**src/rtl/uart_pkg.sv**
```systemverilog
// uart_pkg -- definitions shared by the UART receiver and transmitter.
//
// Contents:
//   UART_OVERSAMPLE / UART_DATA_BITS : default tick-per-bit and frame width
//   uart_state_e                     : frame-level FSM states (rx and tx)
//   uart_rx_status_t                 : registered per-frame completion flags
package uart_pkg;

    localparam int UART_OVERSAMPLE = 16;
    localparam int UART_DATA_BITS  = 8;

    // PARITY is only reachable when the parity option is built in.
    typedef enum logic [2:0] {
        IDLE   = 3'd0,
        START  = 3'd1,
        DATA   = 3'd2,
        PARITY = 3'd3,
        STOP   = 3'd4
    } uart_state_e;

    // Flags produced together at the end of a frame; errors only
    // carry meaning while done is high.
    typedef struct packed {
        logic done;
        logic frame_err;
        logic parity_err;
    } uart_rx_status_t;

endpackage

```
**src/rtl/uart_sync2.sv**
```systemverilog
// uart_sync2 -- two-flop synchronizer for an asynchronous level input.
//
// Resets to 1 so an idle-high serial line does not show a spurious
// falling edge when reset releases.
//
// Ports:
//   clk   : sampling clock
//   reset : synchronous, active-high; loads both flops with 1
//   d     : asynchronous input
//   q     : synchronized output (two clk of latency)
module uart_sync2 (
    input  logic clk,
    input  logic reset,
    input  logic d,
    output logic q
);

    logic [1:0] ff;

    always_ff @(posedge clk) begin
        if (reset) ff <= 2'b11;
        else       ff <= {ff[0], d};
    end

    assign q = ff[1];

endmodule

```
**src/rtl/uart_rx.sv**
```systemverilog
// uart_rx -- oversampling UART receiver (start, DATA_BITS LSB-first,
// optional even parity, one stop bit).
//
// Build option: define UART_RX_PARITY_EN to expect an even-parity bit
// between the data bits and the stop bit. The port list is the same in
// both builds; parity_err stays 0 when the option is off.
//
// Ports:
//   clk        : sole clock, rising edge
//   reset      : synchronous, active-high
//   tick       : one-clk strobe at OVERSAMPLE x baud; FSM moves only on it
//   rx         : asynchronous serial line, idle high
//   data       : last received word, held between rx_done pulses
//   rx_done    : one-clk pulse, the clk after the stop-bit sample
//   frame_err  : with rx_done, stop bit sampled low
//   parity_err : with rx_done, even-parity mismatch (parity build only)
module uart_rx
    import uart_pkg::*;
#(
    parameter int OVERSAMPLE = UART_OVERSAMPLE,
    parameter int DATA_BITS  = UART_DATA_BITS
) (
    input  logic                 clk,
    input  logic                 reset,
    input  logic                 tick,
    input  logic                 rx,
    output logic [DATA_BITS-1:0] data,
    output logic                 rx_done,
    output logic                 frame_err,
    output logic                 parity_err
);

    localparam int SW = $clog2(OVERSAMPLE);
    localparam int BW = $clog2(DATA_BITS) + 1;

    // Start bit is checked half a bit in; every later bit one full bit on,
    // so all samples land mid-bit.
    localparam logic [SW-1:0] S_HALF   = SW'(OVERSAMPLE / 2 - 1);
    localparam logic [SW-1:0] S_LAST   = SW'(OVERSAMPLE - 1);
    localparam logic [BW-1:0] BIT_LAST = BW'(DATA_BITS - 1);

    logic rx_s;

    uart_sync2 u_sync (
        .clk   (clk),
        .reset (reset),
        .d     (rx),
        .q     (rx_s)
    );

    uart_state_e          state_q,  state_d;
    logic [SW-1:0]        s_cnt_q,  s_cnt_d;
    logic [BW-1:0]        bit_cnt_q, bit_cnt_d;
    logic                 armed_q,  armed_d;
    logic [DATA_BITS-1:0] shreg_q,  shreg_d;
    logic [DATA_BITS-1:0] data_q,   data_d;
    uart_rx_status_t      stat_q,   stat_d;
`ifdef UART_RX_PARITY_EN
    logic                 par_q,    par_d;
`endif

    // State register
    always_ff @(posedge clk) begin
        if (reset) begin
            state_q   <= IDLE;
            s_cnt_q   <= '0;
            bit_cnt_q <= '0;
            armed_q   <= 1'b0;
            shreg_q   <= '0;
            data_q    <= '0;
            stat_q    <= '0;
`ifdef UART_RX_PARITY_EN
            par_q     <= 1'b0;
`endif
        end else begin
            state_q   <= state_d;
            s_cnt_q   <= s_cnt_d;
            bit_cnt_q <= bit_cnt_d;
            armed_q   <= armed_d;
            shreg_q   <= shreg_d;
            data_q    <= data_d;
            stat_q    <= stat_d;
`ifdef UART_RX_PARITY_EN
            par_q     <= par_d;
`endif
        end
    end

    // Next-state logic. Status flags default to 0 every clk, which makes
    // rx_done a single-clk pulse and keeps the error flags qualified by it.
    always_comb begin
        state_d   = state_q;
        s_cnt_d   = s_cnt_q;
        bit_cnt_d = bit_cnt_q;
        armed_d   = armed_q;
        shreg_d   = shreg_q;
        data_d    = data_q;
        stat_d    = '0;
`ifdef UART_RX_PARITY_EN
        par_d     = par_q;
`endif

        if (tick) begin
            unique case (state_q)
                IDLE: begin
                    // armed requires the line to have been seen high, so a
                    // held-low break after a frame error never restarts.
                    if (rx_s) begin
                        armed_d = 1'b1;
                    end else if (armed_q) begin
                        state_d = START;
                        s_cnt_d = '0;
                    end
                end

                START: begin
                    if (s_cnt_q == S_HALF) begin
                        s_cnt_d = '0;
                        if (!rx_s) begin
                            state_d   = DATA;
                            bit_cnt_d = '0;
                        end else begin
                            state_d = IDLE;   // glitch, not a start bit
                        end
                    end else begin
                        s_cnt_d = s_cnt_q + SW'(1);
                    end
                end

                DATA: begin
                    if (s_cnt_q == S_LAST) begin
                        // LSB arrives first, so shift right from the top.
                        shreg_d   = {rx_s, shreg_q[DATA_BITS-1:1]};
                        s_cnt_d   = '0;
                        bit_cnt_d = bit_cnt_q + BW'(1);
                        if (bit_cnt_q == BIT_LAST) begin
`ifdef UART_RX_PARITY_EN
                            state_d = PARITY;
`else
                            state_d = STOP;
`endif
                        end
                    end else begin
                        s_cnt_d = s_cnt_q + SW'(1);
                    end
                end

                PARITY: begin
`ifdef UART_RX_PARITY_EN
                    if (s_cnt_q == S_LAST) begin
                        par_d   = rx_s;
                        s_cnt_d = '0;
                        state_d = STOP;
                    end else begin
                        s_cnt_d = s_cnt_q + SW'(1);
                    end
`else
                    state_d = IDLE;
                    s_cnt_d = '0;
`endif
                end

                STOP: begin
                    if (s_cnt_q == S_LAST) begin
                        data_d           = shreg_q;
                        stat_d.done      = 1'b1;
                        stat_d.frame_err = ~rx_s;
`ifdef UART_RX_PARITY_EN
                        stat_d.parity_err = (^shreg_q) ^ par_q;
`endif
                        // A low stop bit may be a break; wait for idle.
                        if (!rx_s) armed_d = 1'b0;
                        s_cnt_d = '0;
                        state_d = IDLE;
                    end else begin
                        s_cnt_d = s_cnt_q + SW'(1);
                    end
                end

                default: begin
                    state_d = IDLE;
                    s_cnt_d = '0;
                end
            endcase
        end
    end

    assign data       = data_q;
    assign rx_done    = stat_q.done;
    assign frame_err  = stat_q.frame_err;
    assign parity_err = stat_q.parity_err;

endmodule

```
**config.mk**
```make
export PLATFORM = sky130hd
export DESIGN_NAME = uart_rx
export DESIGN_NICKNAME = d
export VERILOG_FILES = /design/src/rtl/uart_pkg.sv /design/src/rtl/uart_sync2.sv /design/src/rtl/uart_rx.sv
export SDC_FILE = /design/constraint.sdc
export NUM_CORES = 1
export LEC_CHECK = 0
export CAP_MARGIN = 25
export CORE_AREA = 4 4 59 61
export CTS_BUF_LIST = sky130_fd_sc_hd__clkbuf_4
export DETAILED_ROUTE_END_ITERATION = 10
export DIE_AREA = 0 0 63 65
export GPL_TIMING_DRIVEN = 1
export PLACE_DENSITY = 0.7
export SYNTH_ARGS = -nofsm -noshare
export SYNTH_HDL_FRONTEND = slang
export SYNTH_SLANG_ARGS = --single-unit
```
**constraint.sdc**
```tcl
create_clock -name clk -period 2.16 [get_ports clk]
set_clock_uncertainty 0.1 [all_clocks]
set_input_delay 0.432 -clock clk [delete_from_list [all_inputs] [get_ports clk]]
set_output_delay 0.432 -clock clk [all_outputs]
set_load 0.02 [all_outputs]
```
==> flow_summary.json <==
{
  "synth_cell_types": 38,
  "dieArea_um2": 4100,
  "cts_root_buf": "clkbuf_4",
  "critPathArrivalTime_ns": 1.97,
  "die_h_um": 65,
  "first_pass_iters": 4,
  "grt_max_degree": 18,
  "die_w_um": 63,
  "leakage_nw": 0.548,
  "worstHoldStart": "u_sync.ff[0]$_SDFF_PP1_",
  "synth_top_family_by_area": "simple AND/OR/NAND/NOR gates",
  "routed_wl_um": 2800,
  "drive_gt1_share_pct": 18.0,
  "required_ns": 2.28,
  "htree_levels": 2,
  "final_area_um2": 1670,
  "synth.avg_cell_area_um2": 9.48,
  "num_rows": 20,
  "synth_cells": 153,
  "rsz0062_at_grt": "no",
  "grt_overflow": 0,
  "slew_violations": 0,
  "tns_ns": 0,
  "wl_per_cell_um": 13.7,
  "multiInputGateArea_um2": 744,
  "path_clk_slew_ns": 0.09,
  "finalHoldViolCount": 0,
  "min_path_type": "reg -> reg",
  "status": "finished clean",
  "fmax_mhz": 540,
  "dp.cells": 197,
  "slew_headroom_pct": 64.2,
  "clk_latency_ns": 0.32,
  "drt_iter0_markers": 38,
  "end_kind": "flop",
  "dp_hpwl_um": 1950,
  "vias": 1141,
  "synthXorXnorAreaFrac_pct": 2.42,
  "fin_cells": 205,
  "antenna_found_initial": 0,
  "synth_nets": 159,
  "cts.sinks": 32,
  "layout.area.seq_um2": 641,
  "startpoint": "state_q[0]$_SDFFE_PP0P_",
  "setup_viol": 0,
  "drtAntennaViolNets": 0,
  "crit_path_max_fanout": 10,
  "finalCritPeriodShare_pct": 85.7,
  "clockBufferDepth": 2,
  "route.detailed.drc": 0,
  "synth_compound_area_share_pct": 11.0,
  "slowest_delay_ns": 0.45,
  "post_dp_cell_area_um2": 1610,
  "syn_area_um2": 1450,
  "synth_mux_area_share_pct": 6.56,
  "tightest_slew_ns": 0.535,
  "grt_pass1_vias": 1106,
  "gp_congestion": 0.769,
  "max-vdd-ir-drop_v": 0.000333,
  "ios": 15,
  "viasPerCell": 5.57,
  "crit_family": "simple AND/OR/NAND/NOR gates",
  "fillCellCount": 265,
  "hold_buffers": 0,
  "path_class": "reg -> reg",
  "cts_setup_buffers": 0,
  "initial_utilization_pct": 48.7,
  "synth_simple_gate_area_share_pct": 29.3,
  "grt_pass1_wl_um": 4800,
  "cts_tree": "yes",
  "syn_to_final_growth_pct": 15.1,
  "grtUsageTotal_pct": 15.2,
  "slowest_stage": "or3_4",
  "antenna_cells": 0,
  "ys_ff_latch": 32,
  "p_per_area_nw_per_um2": 584,
  "whs_ns": 0.326,
  "maxCapViolCount": 0,
  "core_um2": 2980,
  "ys_seq_area_share_pct": 44.2,
  "fin_nets": 177,
  "worst-path-buf-inv": 0,
  "numCtsBuffers": 5,
  "start_kind": "flop",
  "synth_warnings": 0,
  "cts_resized": 0,
  "synth_fa_ha_area_share_pct": 1.73,
  "period_needed_ns": 1.85,
  "worstPathCellList": "or3_4 -> and3_1 -> a21oi_4 -> mux2_4",
  "fin_util_pct": 56.1,
  "io_buffer_count": 13,
  "r2r-start": "state_q[0]$_SDFFE_PP0P_"
}
[cell families (layout without fill, tap and decap cells)]
logic type	count (synthesis)	count (layout)
AO/OA/AOI/OAI	23	23
XOR/XNOR	4	4
adder cells (fa/ha/maj)	2	2
buffers and inverters	10	29
flip-flops	32	32
multiplexers	9	9
other	1	1
AND/OR/NAND/NOR	72	72
[worst reg2reg max path: stages, from the launching register on]
cell	delay, ns
dfxtp_1	0.42
or3_4	0.46
and3_1	0.26
a21oi_4	0.20
mux2_4	0.31
[area by class of cell]
class / instances / area share [%]
clock buffers: 7 / 3.15
clock inverters: 1 / 0.225
inverters: 1 / 0.225
multi-input cells: 111 / 44.6
flip-flops and latches: 32 / 38.4
well taps: 33 / 2.47
repair buffers: 20 / 10.9
[cells in the mapped netlist (all sizes together)]
cell	instances	area (µm²)
nor3	6	50.1
ha	2	25.0
dfxtp	32	641
nand3b	4	30.0
nor2b	3	18.8
clkbuf	4	15.0
or3b	1	8.76
nand2b	3	18.8
a21oi	14	85.1
o21a	1	7.51
a211oi	3	37.5
o21ai	4	23.8
nand2	20	75.1
nor2	14	67.6
or3	3	23.8
or2	2	12.5
nand4	4	25.0
buf	5	46.3
mux2i	8	80.1
nand4bb	1	11.3
mux2	1	15.0
nand3	4	20.0
nand4b	5	43.8
xnor2	3	26.3
and3	1	6.26
a31oi	1	6.26
xor2	1	8.76
inv	1	3.75
conb	1	3.75
or4b	1	13.8
[layout by cell type (no fill, tap or decap), drive strengths merged, types with 3 or more instances in the layout]
cell and instances:
nand4 4, dfxtp 32, xnor2 3, nor2 14, nand3b 4, nand4b 5
a211oi 3, buf 7, or3 3, nor3 6, o21ai 4, mux2i 8
nand2 20, clkbuf 7, clkdlybuf4s50 13, nand3 4, a21oi 14, nand2b 3
nor2b 3
[registers in the layout, summed over array words and instances (netlist names)]
name / cells
s_cnt_q: 4
rx_done: 1
frame_err: 1
shreg_q: 8
bit_cnt_q: 4
armed_q: 1
u_sync.ff: 2
data: 8
state_q: 3
[worst paths after layout]
path         slack [ns]  cells past startpoint                       to
max                0.31                      4  state_q[2]$_SDFFE_PP0P_
min                0.33                      1  u_sync.ff[1]$_SDFF_PP1_
max reg2reg        0.31                      4  state_q[2]$_SDFFE_PP0P_
min reg2reg        0.33                      1  u_sync.ff[1]$_SDFF_PP1_
[through the flow]
step	setup WS [ns]	power, mW
detailed placement	0.107	0.650
global route	0.235	1.02
finish	0.309	0.975
global placement	0.155	0.650
floorplan	0.409	0.639
CTS	0.313	0.989
[layer usage]
metal / vias up / global-route usage (%) / routed length, µm
li1: 568 / - / -
met1: 544 / 16.9 / 1310
met2: 21 / 24.4 / 1300
met3: 8 / 6.76 / 123
met4: 0 / 7.71 / 65
met5: - / 0 / 0
[power breakdown]
part,total [mW],internal (mW),switching (mW),leakage [nW]
combinational,0.0394,0.0173,0.0221,0.256
sequential,0.597,0.593,0.00392,0.258
clock,0.338,0.150,0.188,0.0338
total,0.975,0.761,0.214,0.548
Note: power is estimated with default switching activity, not from simulation.
